**config.mk**
```make
export PLATFORM = sky130hd
export DESIGN_NAME = priority_grant_decoder
export DESIGN_NICKNAME = d
export VERILOG_FILES = /design/src/rtl/pgd_pkg.sv /design/src/rtl/pending_msb_pick.sv /design/src/rtl/priority_grant_decoder.sv
export SDC_FILE = /design/constraint.sdc
export NUM_CORES = 1
export LEC_CHECK = 0
export CAP_MARGIN = 20
export CELL_PAD_IN_SITES_DETAIL_PLACEMENT = 0
export CELL_PAD_IN_SITES_GLOBAL_PLACEMENT = 2
export CORE_ASPECT_RATIO = 0.9
export CORE_MARGIN = 4
export CORE_UTILIZATION = 26
export CTS_CLUSTER_SIZE = 8
export DETAILED_ROUTE_END_ITERATION = 6
export GPL_TIMING_DRIVEN = 0
export PLACE_DENSITY_LB_ADDON = 0.15
export SYNTH_ARGS = -nofsm -noshare
export SYNTH_HDL_FRONTEND = slang
export SYNTH_SLANG_ARGS = --single-unit
```
**constraint.sdc**
```tcl
create_clock -name clk -period 1.9 [get_ports clk]
set_clock_uncertainty 0.15 [all_clocks]
set_input_delay 0.19 -clock clk [delete_from_list [all_inputs] [get_ports clk]]
set_output_delay 0.19 -clock clk [all_outputs]
set_load 0.03 [all_outputs]
```
**src/rtl/pgd_pkg.sv**
```systemverilog
// Shared types and constants for the priority grant decoder.
// Holds the default index width, the FSM state type and a one-hot helper.
package pgd_pkg;

    localparam int unsigned PGD_IDX_W   = 3;
    localparam int unsigned PGD_N_LINES = 1 << PGD_IDX_W;

    typedef enum logic [1:0] {
        StIdle,
        StGrant,
        StGap
    } pgd_state_t;

    function automatic logic [PGD_N_LINES-1:0] onehot(input logic [PGD_IDX_W-1:0] idx);
        logic [PGD_N_LINES-1:0] vec;
        vec      = '0;
        vec[idx] = 1'b1;
        return vec;
    endfunction

endpackage

```
**src/rtl/pending_msb_pick.sv**
```systemverilog
// Combinational pick of the highest set bit of the pending mask.
// any_o flags a non-empty mask; msb_idx_o is 0 when the mask is empty.
module pending_msb_pick
    import pgd_pkg::*;
#(
    parameter int unsigned IDX_W   = PGD_IDX_W,
    parameter int unsigned N_LINES = 1 << IDX_W
) (
    input  logic [N_LINES-1:0] mask_i,
    output logic               any_o,
    output logic [IDX_W-1:0]   msb_idx_o
);

    always_comb begin
        any_o     = |mask_i;
        msb_idx_o = '0;
        // Ascending scan: the last set bit seen is the highest one.
        for (int i = 0; i < int'(N_LINES); i++) begin
            if (mask_i[i]) begin
                msb_idx_o = IDX_W'(i);
            end
        end
    end

endmodule

```
**src/rtl/priority_grant_decoder.sv**
```systemverilog
// Decodes encoded request indices into a pending mask and replays them as one-hot grants,
// highest index first, with a fixed idle gap after each grant handshake.
module priority_grant_decoder
    import pgd_pkg::*;
#(
    parameter int unsigned IDX_W      = PGD_IDX_W,
    parameter int unsigned GAP_CYCLES = 2,
    localparam int unsigned N_LINES   = 1 << IDX_W
) (
    input  logic               clk,
    input  logic               rst_n,
    input  logic               idx_valid,
    input  logic [IDX_W-1:0]   idx,
    output logic               idx_ready,
    output logic               dup,
    output logic               grant_valid,
    output logic [N_LINES-1:0] grant,
    output logic [IDX_W-1:0]   grant_idx,
    input  logic               grant_ready,
    output logic [N_LINES-1:0] pending
);

    localparam int unsigned CNT_W = (GAP_CYCLES > 0) ? $clog2(GAP_CYCLES + 1) : 1;

    pgd_state_t state_q, state_d;

    logic [N_LINES-1:0] pending_q, pending_d;
    logic [N_LINES-1:0] grant_q, grant_d;
    logic [IDX_W-1:0]   grant_idx_q, grant_idx_d;
    logic               grant_valid_q, grant_valid_d;
    logic               dup_q, dup_d;
    logic               idx_ready_q;
    logic [CNT_W-1:0]   gap_cnt_q, gap_cnt_d;

    logic               pick_any;
    logic [IDX_W-1:0]   pick_idx;
    logic               accept;
    logic               load;
    logic               handshake;
    logic [N_LINES-1:0] set_mask;
    logic [N_LINES-1:0] clr_mask;

    pending_msb_pick #(
        .IDX_W   (IDX_W),
        .N_LINES (N_LINES)
    ) u_pick (
        .mask_i    (pending_q),
        .any_o     (pick_any),
        .msb_idx_o (pick_idx)
    );

    assign accept    = idx_valid & idx_ready_q;
    assign load      = (state_q == StIdle) & pick_any;
    assign handshake = (state_q == StGrant) & grant_valid_q & grant_ready;

    // Set wins over clear, so a request landing on the bit being loaded stays pending.
    always_comb begin
        set_mask  = accept ? (N_LINES'(1) << idx) : '0;
        clr_mask  = load ? (N_LINES'(1) << pick_idx) : '0;
        pending_d = (pending_q & ~clr_mask) | set_mask;
        dup_d     = accept & pending_q[idx] & ~clr_mask[idx];
    end

    always_ff @(posedge clk) begin
        if (!rst_n) begin
            state_q <= StIdle;
        end else begin
            state_q <= state_d;
        end
    end

    always_comb begin
        state_d = state_q;
        unique case (state_q)
            StIdle: begin
                if (pick_any) state_d = StGrant;
            end
            StGrant: begin
                if (handshake) state_d = (GAP_CYCLES == 0) ? StIdle : StGap;
            end
            StGap: begin
                if (gap_cnt_q <= CNT_W'(1)) state_d = StIdle;
            end
            default: state_d = StIdle;
        endcase
    end

    always_comb begin
        grant_valid_d = grant_valid_q;
        grant_d       = grant_q;
        grant_idx_d   = grant_idx_q;
        gap_cnt_d     = gap_cnt_q;
        if (load) begin
            grant_valid_d = 1'b1;
            grant_idx_d   = pick_idx;
            grant_d       = N_LINES'(1) << pick_idx;
        end
        if (handshake) begin
            grant_valid_d = 1'b0;
            grant_d       = '0;
            gap_cnt_d     = CNT_W'(GAP_CYCLES);
        end
        if (state_q == StGap) begin
            gap_cnt_d = gap_cnt_q - CNT_W'(1);
        end
    end

    always_ff @(posedge clk) begin
        if (!rst_n) begin
            pending_q     <= '0;
            grant_q       <= '0;
            grant_idx_q   <= '0;
            grant_valid_q <= 1'b0;
            dup_q         <= 1'b0;
            idx_ready_q   <= 1'b0;
            gap_cnt_q     <= '0;
        end else begin
            pending_q     <= pending_d;
            grant_q       <= grant_d;
            grant_idx_q   <= grant_idx_d;
            grant_valid_q <= grant_valid_d;
            dup_q         <= dup_d;
            idx_ready_q   <= 1'b1;
            gap_cnt_q     <= gap_cnt_d;
        end
    end

    assign idx_ready   = idx_ready_q;
    assign dup         = dup_q;
    assign grant_valid = grant_valid_q;
    assign grant       = grant_q;
    assign grant_idx   = grant_idx_q;
    assign pending     = pending_q;

endmodule

```
# After elaboration in Yosys (flattened, before gate mapping)

Index checks and enable logic that the tools add are counted.

Flip-flop bits (word level): 26
Bits of input ports: 7
Output and inout port bits: 22
Word-level logic and storage cells: 53

$add $sub $neg: 1
$lt $le $gt $ge: 2
Equal/unequal tests: 5
Shifts and indexed selects: 2
Multiplexer cells: 19
Bitwise logic cells: 11
Reductions and logical operators: 5

Operators with widths:

| kind                                                                   | count |
|---|---|
| 8-bit 2-to-1 mux                                                       | 2 |
| 1-bit by 3-bit << shifter with 8-bit output (first input constant)     | 2 |
| 2-bit 2-to-1 mux                                                       | 6 |
| 3-bit 2-to-1 mux                                                       | 4 |
| 8-bit bitwise AND                                                      | 1 |
| 8-bit NOT                                                              | 1 |
| 8-bit OR                                                               | 1 |
| 8-bit OR reduction                                                     | 1 |
| 1-bit bitwise AND                                                      | 6 |
| 1-bit binary-select mux with 3-bit select                              | 2 |
| 2-bit != test (second input constant)                                  | 3 |
| 2-bit case mux with 3 select lines                                     | 1 |
| 3-bit by 4-bit < comparator with 1-bit output (second input constant)  | 1 |
| 1-bit 2-to-1 mux                                                       | 4 |
| 3-bit AND reduction                                                    | 1 |
| 2-bit by 1-bit equality test with 1-bit output (second input constant) | 1 |
| 2-bit equality test (second input constant)                            | 1 |
| 2-bit by 1-bit <= comparator with 1-bit output (second input constant) | 1 |
| 2-bit logical NOT                                                      | 1 |
| 1-bit NOT                                                              | 2 |
| 2-bit nonzero test                                                     | 1 |
| 2-bit OR reduction                                                     | 1 |
| 2-bit by 1-bit subtractor with 2-bit output (second input constant)    | 1 |

# Longest topological paths before layout

Gate-level depths: netlist of the first run.

Depth in word-level cells: 13
Mapped depth: 7
Gate-level depth less buffers: 6

# Modules after synthesis

From an unflattened synthesis of the first run, not the netlist that was laid out.

Cells, all modules: 135
Area total of the unflattened synthesis: 1234.9 um2

By module, submodules not included:

| module                 | times used | cells an instance | area an instance (um2) | sequential area each (um2) |
|---|---|---|---|---|
| priority_grant_decoder | 1          | 123               | 1168.6                 | 520.5 |
| pending_msb_pick       | 1          | 12                | 66.3                   | 0.0 |

# Worst setup path after synthesis of the first run

Ideal clock, no wire load.

Path type: reg2reg
Start point: reg pending_q[5], in the netlist pending[5]
End point: reg pending_q[0], in the netlist pending[0]
Library setup time: 0.119 ns
Data arrival time: 1.683 ns
Required time: 1.631 ns
Setup slack: -0.052 ns
Stages on the path, launching flop included: 7
Cells stage by stage: dfxtp_1 > buf_4 > or4_4 > nor3_4 > nand3_1 > a22oi_1 > nor2b_1

Word-level cells in the longest chain between the ends: 8

Ends and longest elaborated chain:

| what                                        | line                          | RTL |
|---|---|---|
| start: declaration                          | priority_grant_decoder.sv:27  | `logic [N_LINES-1:0] pending_q, pending_d;` |
| start signal: assignment                    | priority_grant_decoder.sv:118 | `pending_q <= pending_d;` |
| 3-bit 2-to-1 mux (3 in a row)               | pending_msb_pick.sv:19        | `if (mask_i[i]) begin` |
| 1-bit by 3-bit << shifter with 8-bit output | priority_grant_decoder.sv:59  | `clr_mask = load ? (N_LINES'(1) << pick_idx) : '0;` |
| 8-bit 2-to-1 mux *                          | priority_grant_decoder.sv:59  |  |
| 8-bit NOT *                                 | priority_grant_decoder.sv:60  | `pending_d = (pending_q & ~clr_mask) \| set_mask;` |
| 8-bit bitwise AND *                         | priority_grant_decoder.sv:60  |  |
| 8-bit OR *                                  | priority_grant_decoder.sv:60  |  |

Mark *: on every way between the ends. The rest lies on a longest branch, timed or not.
A chain may end at the register's enable or synchronous reset.

# Worst setup path after layout of the first run

Start point: reg pending_q[5], in the netlist pending[5]
End point: reg grant_q[1], in the netlist grant[1]

Word-level cells in the longest chain between the ends: 4

Ends and longest elaborated chain:

| what                                        | line                          | RTL |
|---|---|---|
| 3-bit 2-to-1 mux (3 in a row)               | pending_msb_pick.sv:19        |  |
| 1-bit by 3-bit << shifter with 8-bit output | priority_grant_decoder.sv:96  | `grant_d = N_LINES'(1) << pick_idx;` |
| end signal: assignment                      | priority_grant_decoder.sv:119 | `grant_q <= grant_d;` |
| end: declaration                            | priority_grant_decoder.sv:28  | `logic [N_LINES-1:0] grant_q, grant_d;` |

Parallel ways exist; a longest one is shown, timed or not.

==> impl_metrics.env, run 1 <==
export IMPL_cts_sinks=26
export IMPL_whs_ps=131
export IMPL_combPwrFrac_pct=21.2
export IMPL_power_density_nw_per_um2=664
export IMPL_yosys_warnings=0
export IMPL_vias=1145
export IMPL_io_pins=29
export IMPL_worstMarginPinSlew_ps=757
export IMPL_via_per_inst=4.98
export IMPL_synth_commonest_cells="dfxtp_1 (26), nor2_1 (18), nand2_1 (9), nor2b_1 (8), a21oi_1 (7)"
export IMPL_grt_max_degree=14
export IMPL_endpoint_kind="flip-flop"
export IMPL_power_leakage_nw=0.635
export IMPL_clk_pin_slew_ps=90
export IMPL_synth_edf_count=0
export IMPL_rsz0062_at_grt="true"
export IMPL_synth_top_area_cell="dfxtp_1"
export IMPL_cts_buffers=3
export IMPL_final_fill_count=472
export IMPL_holdCritPathClass="in2reg"
export IMPL_yosys_cell_types_count=47
export IMPL_clock_root_buffer="clkbuf_8"
export IMPL_grt_pass1_vias=1107
export IMPL_ys_flop_type="dfxtp_1"
export IMPL_cp_max_fo=7
export IMPL_maxSlewViolCount=0
export IMPL_grt_util_all_layers_pct=12.4
export IMPL_grt_pass1_wl_um=5640
export IMPL_synthToLayoutAreaGrowth_pct=34.9
export IMPL_path_class="reg2reg"
export IMPL_drive_gt1_share_pct=20.8
export IMPL_ctsHtreeMaxLevel=1
export IMPL_dp_hpwl_um=2640
export IMPL_die_x_um=81.8
export IMPL_holdBufCountCts=0
export IMPL_finalHoldViolations=0
export IMPL_port_buffers=26
export IMPL_clk_path_buf_depth=2
export IMPL_ys_seq_area_share_pct=40.8
export IMPL_cts_tree="done"
export IMPL_dp_cells=226
export IMPL_maxCapViolations=0
export IMPL_switching_share_pct=29.2
export IMPL_period_needed_ps=1860
export IMPL_slew_headroom_pct=49.2
export IMPL_gp_congestion=0.832
export IMPL_antenna_found_initial=0
export IMPL_vdd_drop_max_v=0.000382
export IMPL_insertion_delay_ps=270
export IMPL_setup_viol=0
export IMPL_post_drt_wl_per_cell_um=15.2
export IMPL_async_flop_share_pct=0
export IMPL_drcViolationCount=0
export IMPL_start_util_pct=27.7
export IMPL_synthesis_instances=138
export IMPL_timing_final_ws_setup_ps=42.2
export IMPL_crit_path_start_kind="flip-flop"
export IMPL_required_ps=1950
export IMPL_post_route_util_pct=37.4
export IMPL_period_share_pct=97.8
export IMPL_antennaDiodeCount=0
export IMPL_synth_top_cell_area_share_pct=40.8
export IMPL_synth_fp_nets=146
export IMPL_p_sw_uw=334
export IMPL_wirelength_um=3490
export IMPL_p_int_uw=808
export IMPL_status="finished, final reports clean"
export IMPL_fin_cells=230
export IMPL_die_area_um2=6090
export IMPL_die_height_um=74.4
export IMPL_rows=23
export IMPL_synth_ff_latch_count=26
export IMPL_pwr_share_clk_pct=27.3
export IMPL_drt_iter0_drc=69
export IMPL_power_frac_seq_pct=51.6
export IMPL_synth_area_um2=1270
export IMPL_fmax_ghz=0.538
export IMPL_grt_overflow=0
export IMPL_yosys_top_cells_area="dfxtp_1 (41%), nor2_1 (5.3%), nor2b_1 (3.9%)"
export IMPL_nets=178
export IMPL_core_area_um2=4600
export IMPL_worst_ep_arrival_time_ps=1910
export IMPL_power_total_mw=1.14
export IMPL_place_ws_ps=-128
export IMPL_synth_most_common_cell="dfxtp_1"
export IMPL_ant_nets=0
export IMPL_avgSynthCellArea_um2=9.24
export IMPL_firstDrtPassIters=4
[cell families (layout without fill, tap and decap cells)]
kind of cell    count (synthesis)  after routing  synth area share (%)
compound gates                 37             37                  21.1
mux                             5              5                  5.99
simple gates                   56             56                  24.9
fa+ha+maj                       1              1                 0.981
buf+inv                        10             40                  4.12
xor+xnor                        3              3                  2.06
flops                          26             26                  40.8
[cell usage in the layout, fill, tap and decap left out, types with 2 or more instances in the layout]
cell type / netlist / layout
xnor2_1: 2 / 2
dfxtp_4: 0 / 2
a21boi_0: 2 / 2
buf_4: 1 / 4
o21ai_0: 2 / 2
mux2i_1: 2 / 2
mux4_2: 2 / 2
a2bb2oi_1: 3 / 3
o211a_1: 3 / 3
nor2_1: 18 / 18
nor3_4: 1 / 2
a21oi_1: 7 / 6
nor2b_1: 8 / 8
buf_2: 3 / 3
a22oi_2: 0 / 2
a22oi_1: 6 / 4
nor4_2: 1 / 2
clkbuf_1: 4 / 2
nand2_1: 9 / 9
nand3_1: 4 / 3
a21boi_1: 2 / 2
clkdlybuf4s50_1: 0 / 25
dfxtp_1: 26 / 23
clkbuf_8: 0 / 3
nand3b_1: 3 / 3
o21ai_2: 0 / 2
[power groups by stage]
stage | Combinational, mW | Clock (mW) | Sequential (mW)
6_report | 0.242 | 0.311 | 0.589
5_1_grt | 0.265 | 0.344 | 0.593
4_1_cts | 0.244 | 0.327 | 0.585
3_5_place_dp | 0.244 | 0 | 0.595
3_3_place_gp | 0.244 | 0 | 0.594
2_1_floorplan | 0.126 | 0 | 0.629
[layout make-up]
| class | instances | area, um^2 | share of cell area (%) |
|---|---|---|---|
| buffer | 5 | 22.5 | 1.31 |
| tap | 62 | 77.6 | 4.51 |
| multi-input combinational | 102 | 752 | 43.7 |
| sequential | 26 | 529 | 30.8 |
| clock buffer | 3 | 41.3 | 2.40 |
| inverter | 1 | 3.75 | 0.218 |
| timing repair buffer | 31 | 294 | 17.1 |
[sequential cells by signal, indices dropped and copies added, names as in the netlist]
| register | cells |
|---|---|
| dup | 1 |
| grant_valid | 1 |
| grant_idx | 3 |
| grant | 8 |
| idx_ready | 1 |
| state_q | 2 |
| pending | 8 |
| gap_cnt_q | 2 |
[worst max-delay path, stage by stage, from the launching register on]
cell      delay (ps)
dfxtp_4          380
or4_4            560
nor3_4           290
nand3b_1         160
buf_4            170
a21oi_2           90
[what timing repair did]
| item | in CTS | in global routing |
|---|---|---|
| setup buffers | 2 | 3 |
| endpoints found under the setup margin | 6 | 15 |
| gates resized for setup | 4 | 10 |
| hold endpoints to repair | 0 | 0 |
| pin swaps | 3 | 3 |
[through the flow]
stage,setup TNS [ps],instance area (um^2)
detailed placement,-245,1620
global route,-176,1720
finish,0,1720
floorplan,0,1280
CTS,0,1660
global placement,-173,1620
[final timing paths]
check	from	to	slack, ps	cells past startpoint
worst min-delay path	idx[0]	pending[3]	130	3
worst min register to register	grant[0]	grant[0]	320	2
worst max-delay path	pending[5]	grant[1]	40	5
worst max register to register	pending[5]	grant[1]	40	5
[layer usage]
| layer | track usage (%) | share of wire (%) |
|---|---|---|
| met1 | 17.7 | 50 |
| met2 | 18.4 | 43 |
| met3 | 3.51 | 6.3 |
| met4 | 3.14 | 0.97 |
| met5 | 0 | 0 |
Power figures use the tool's default switching activity.
==> run 2, diff against run 1 <==
Settings changed: CTS_CLUSTER_DIAMETER from default to 200.
==> results of run 2 <==
No change in the layout: final DEF, timing and power equal those of run 1.
==> run 3, diff against run 2 <==
Settings changed: CORE_UTILIZATION 26 to 29, HOLD_SLACK_MARGIN from default to 0.1.
Clock period 1.9 ns to 1.79 ns, I/O delays scaled along.
==> run 3 against run 2 <==
The flow now finishes with violations (setup timing). Sequential share of layout area shrank 1.5 points. Die area fell by 9.3%. Critical endpoint is now pending[1]. Cell count rose by 2.2%. Register-to-register slack worse by 160 ps. Combinational power grew 13%. Critical path type unchanged. Global-route usage rose by 0.70 points.
==> impl_metrics.env, run 3 (synthesized netlist as in run 1, its figures left out) <==
export IMPL_status="complete, but fails checks"
export IMPL_violations="setup timing"
export IMPL_nets=184
export IMPL_combPwrFrac_pct=21.3
export IMPL_power_leakage_nw=0.741
export IMPL_dr_wl_met2_um=1640
export IMPL_grt_pass1_wl_um=5840
export IMPL_p_int_uw=912
export IMPL_period_share_pct=106
export IMPL_post_drt_wl_per_cell_um=15.2
export IMPL_gp_congestion=0.761
export IMPL_die_height_um=70.9
export IMPL_worst_ep_arrival_time_ps=1920
export IMPL_holdCritPathClass="in2reg"
export IMPL_grt_overflow=0
export IMPL_period_needed_ps=1900
export IMPL_via_per_inst=4.94
export IMPL_wl_met3_um=135
export IMPL_firstDrtPassIters=4
export IMPL_start_util_pct=30.7
export IMPL_clock_root_buffer="clkbuf_8"
export IMPL_dp_hpwl_um=2470
export IMPL_top_layer_used="met4"
export IMPL_p_sw_uw=367
export IMPL_max_stage_delay_ps=530
export IMPL_cts_tree="done"
export IMPL_antenna_found_initial=0
export IMPL_maxCapViolations=0
export IMPL_drive_gt1_share_pct=25.1
export IMPL_switching_share_pct=28.7
export IMPL_rows=22
export IMPL_pwr_share_clk_pct=30.0
export IMPL_required_ps=1810
export IMPL_port_buffers=26
export IMPL_place_ws_ps=-170
export IMPL_grt_max_degree=15
export IMPL_grt_pass1_vias=1152
export IMPL_mostFrequentLayoutCells="clkdlybuf4s50_1 (23), dfxtp_1 (22), nor2_1 (18)"
export IMPL_setup_viol=1
export IMPL_crit_chain="or4_4 > nor3_4 > nand3b_1 > a22oi_1 > nor2b_1"
export IMPL_fmax_ghz=0.525
export IMPL_timing_final_ws_setup_ps=-114
export IMPL_antennaDiodeCount=0
export IMPL_maxSlewViolCount=0
export IMPL_power_density_nw_per_um2=702
export IMPL_fin_cells=235
export IMPL_core_area_um2=4160
export IMPL_power_frac_seq_pct=48.7
export IMPL_drcViolationCount=0
export IMPL_critical_path_slowest_cell="or4_4"
export IMPL_insertion_delay_ps=270
export IMPL_cts_buffers=3
export IMPL_vdd_drop_max_v=0.000488
export IMPL_endpoint_kind="flip-flop"
export IMPL_ctsHtreeMaxLevel=1
export IMPL_cts_sinks=26
export IMPL_slew_headroom_pct=65.9
export IMPL_ant_nets=0
export IMPL_die_area_um2=5520
export IMPL_rsz0062_at_grt="true"
export IMPL_die_x_um=77.9
export IMPL_whs_ps=111
export IMPL_wirelength_um=3580
export IMPL_worstMarginPinSlew_ps=511
export IMPL_path_class="reg2reg"
export IMPL_dp_cells=224
export IMPL_grt_util_all_layers_pct=13.1
export IMPL_vias=1161
export IMPL_post_route_util_pct=43.8
export IMPL_io_pins=29
export IMPL_finalHoldViolations=0
export IMPL_synthToLayoutAreaGrowth_pct=42.8
export IMPL_clk_path_buf_depth=2
export IMPL_holdBufCountCts=0
export IMPL_final_common_cell="clkdlybuf4s50_1"
export IMPL_crit_path_start_kind="flip-flop"
export IMPL_drt_iter0_drc=48
export IMPL_m1WireLength_um=1770
export IMPL_cp_max_fo=5
export IMPL_clk_pin_slew_ps=100
[run 3: cell types whose count changed in the layout (fill, tap and decap cells not counted), moves of 2 or more]
cell,change
dlymetal6s2s_1,+3
clkdlybuf4s50_1,-2
buf_4,+8
nor4_2,-2
nor4_4,+2
[run 3: final timing paths]
| check | startpoint | to | slack (ps) | cells past startpoint |
|---|---|---|---|---|
| worst min register to register | grant[1] | grant[1] | 310 | 2 |
| worst min-delay path | idx[0] | pending[3] | 110 | 3 |
| worst max register to register | pending[4] | pending[1] | -110 | 5 |
| worst max-delay path | pending[4] | pending[1] | -110 | 5 |
[run 3: power groups by stage]
stage          logic [mW]  registers (mW)  clock network (mW)
6_report            0.273           0.622               0.383
5_1_grt             0.296           0.626               0.424
4_1_cts             0.271           0.616               0.399
3_5_place_dp        0.259           0.629                   0
3_3_place_gp        0.257           0.629                   0
2_1_floorplan       0.134           0.666                   0
[run 3: layout make-up]
| cell class | instances | area, um^2 |
|---|---|---|
| Buffer | 4 | 18.8 |
| Clock buffer | 4 | 55.1 |
| Fill cell | 411 | 2340 |
| Inverter | 1 | 3.75 |
| Multi-Input combinational cell | 102 | 777 |
| Sequential cell | 26 | 533 |
| Tap cell | 60 | 75.1 |
| Timing Repair Buffer | 38 | 358 |
[run 3: what timing repair did]
action | CTS | global route
pin swaps | 5 | 7
gates resized for setup | 7 | 15
endpoints found under the setup margin | 11 | 23
gates cloned | 0 | 0
setup buffers | 10 | 2
[run 3: worst max-delay path, delay by kind of cell (launching register included)]
kind / cells / cell delay [ps]
and+or+nand+nor: 4 / 1060
DFF: 1 / 370
AOI/OAI and AO/OA: 1 / 210
[run 3: stage by stage]
stage / TNS, ps / instance area [um^2] / total power, mW
3_3_place_gp: -814 / 1620 / 0.886
4_1_cts: -257 / 1750 / 1.29
5_1_grt: -574 / 1820 / 1.35
6_report: -114 / 1820 / 1.28
3_5_place_dp: -825 / 1620 / 0.888
2_1_floorplan: -237 / 1280 / 0.800
[run 3: layer usage]
metal,vias up,GRT usage [%]
met4,0,3.11
met2,23,21.3
met5,-,0
li1,575,-
met1,561,17.4
met3,2,3.56
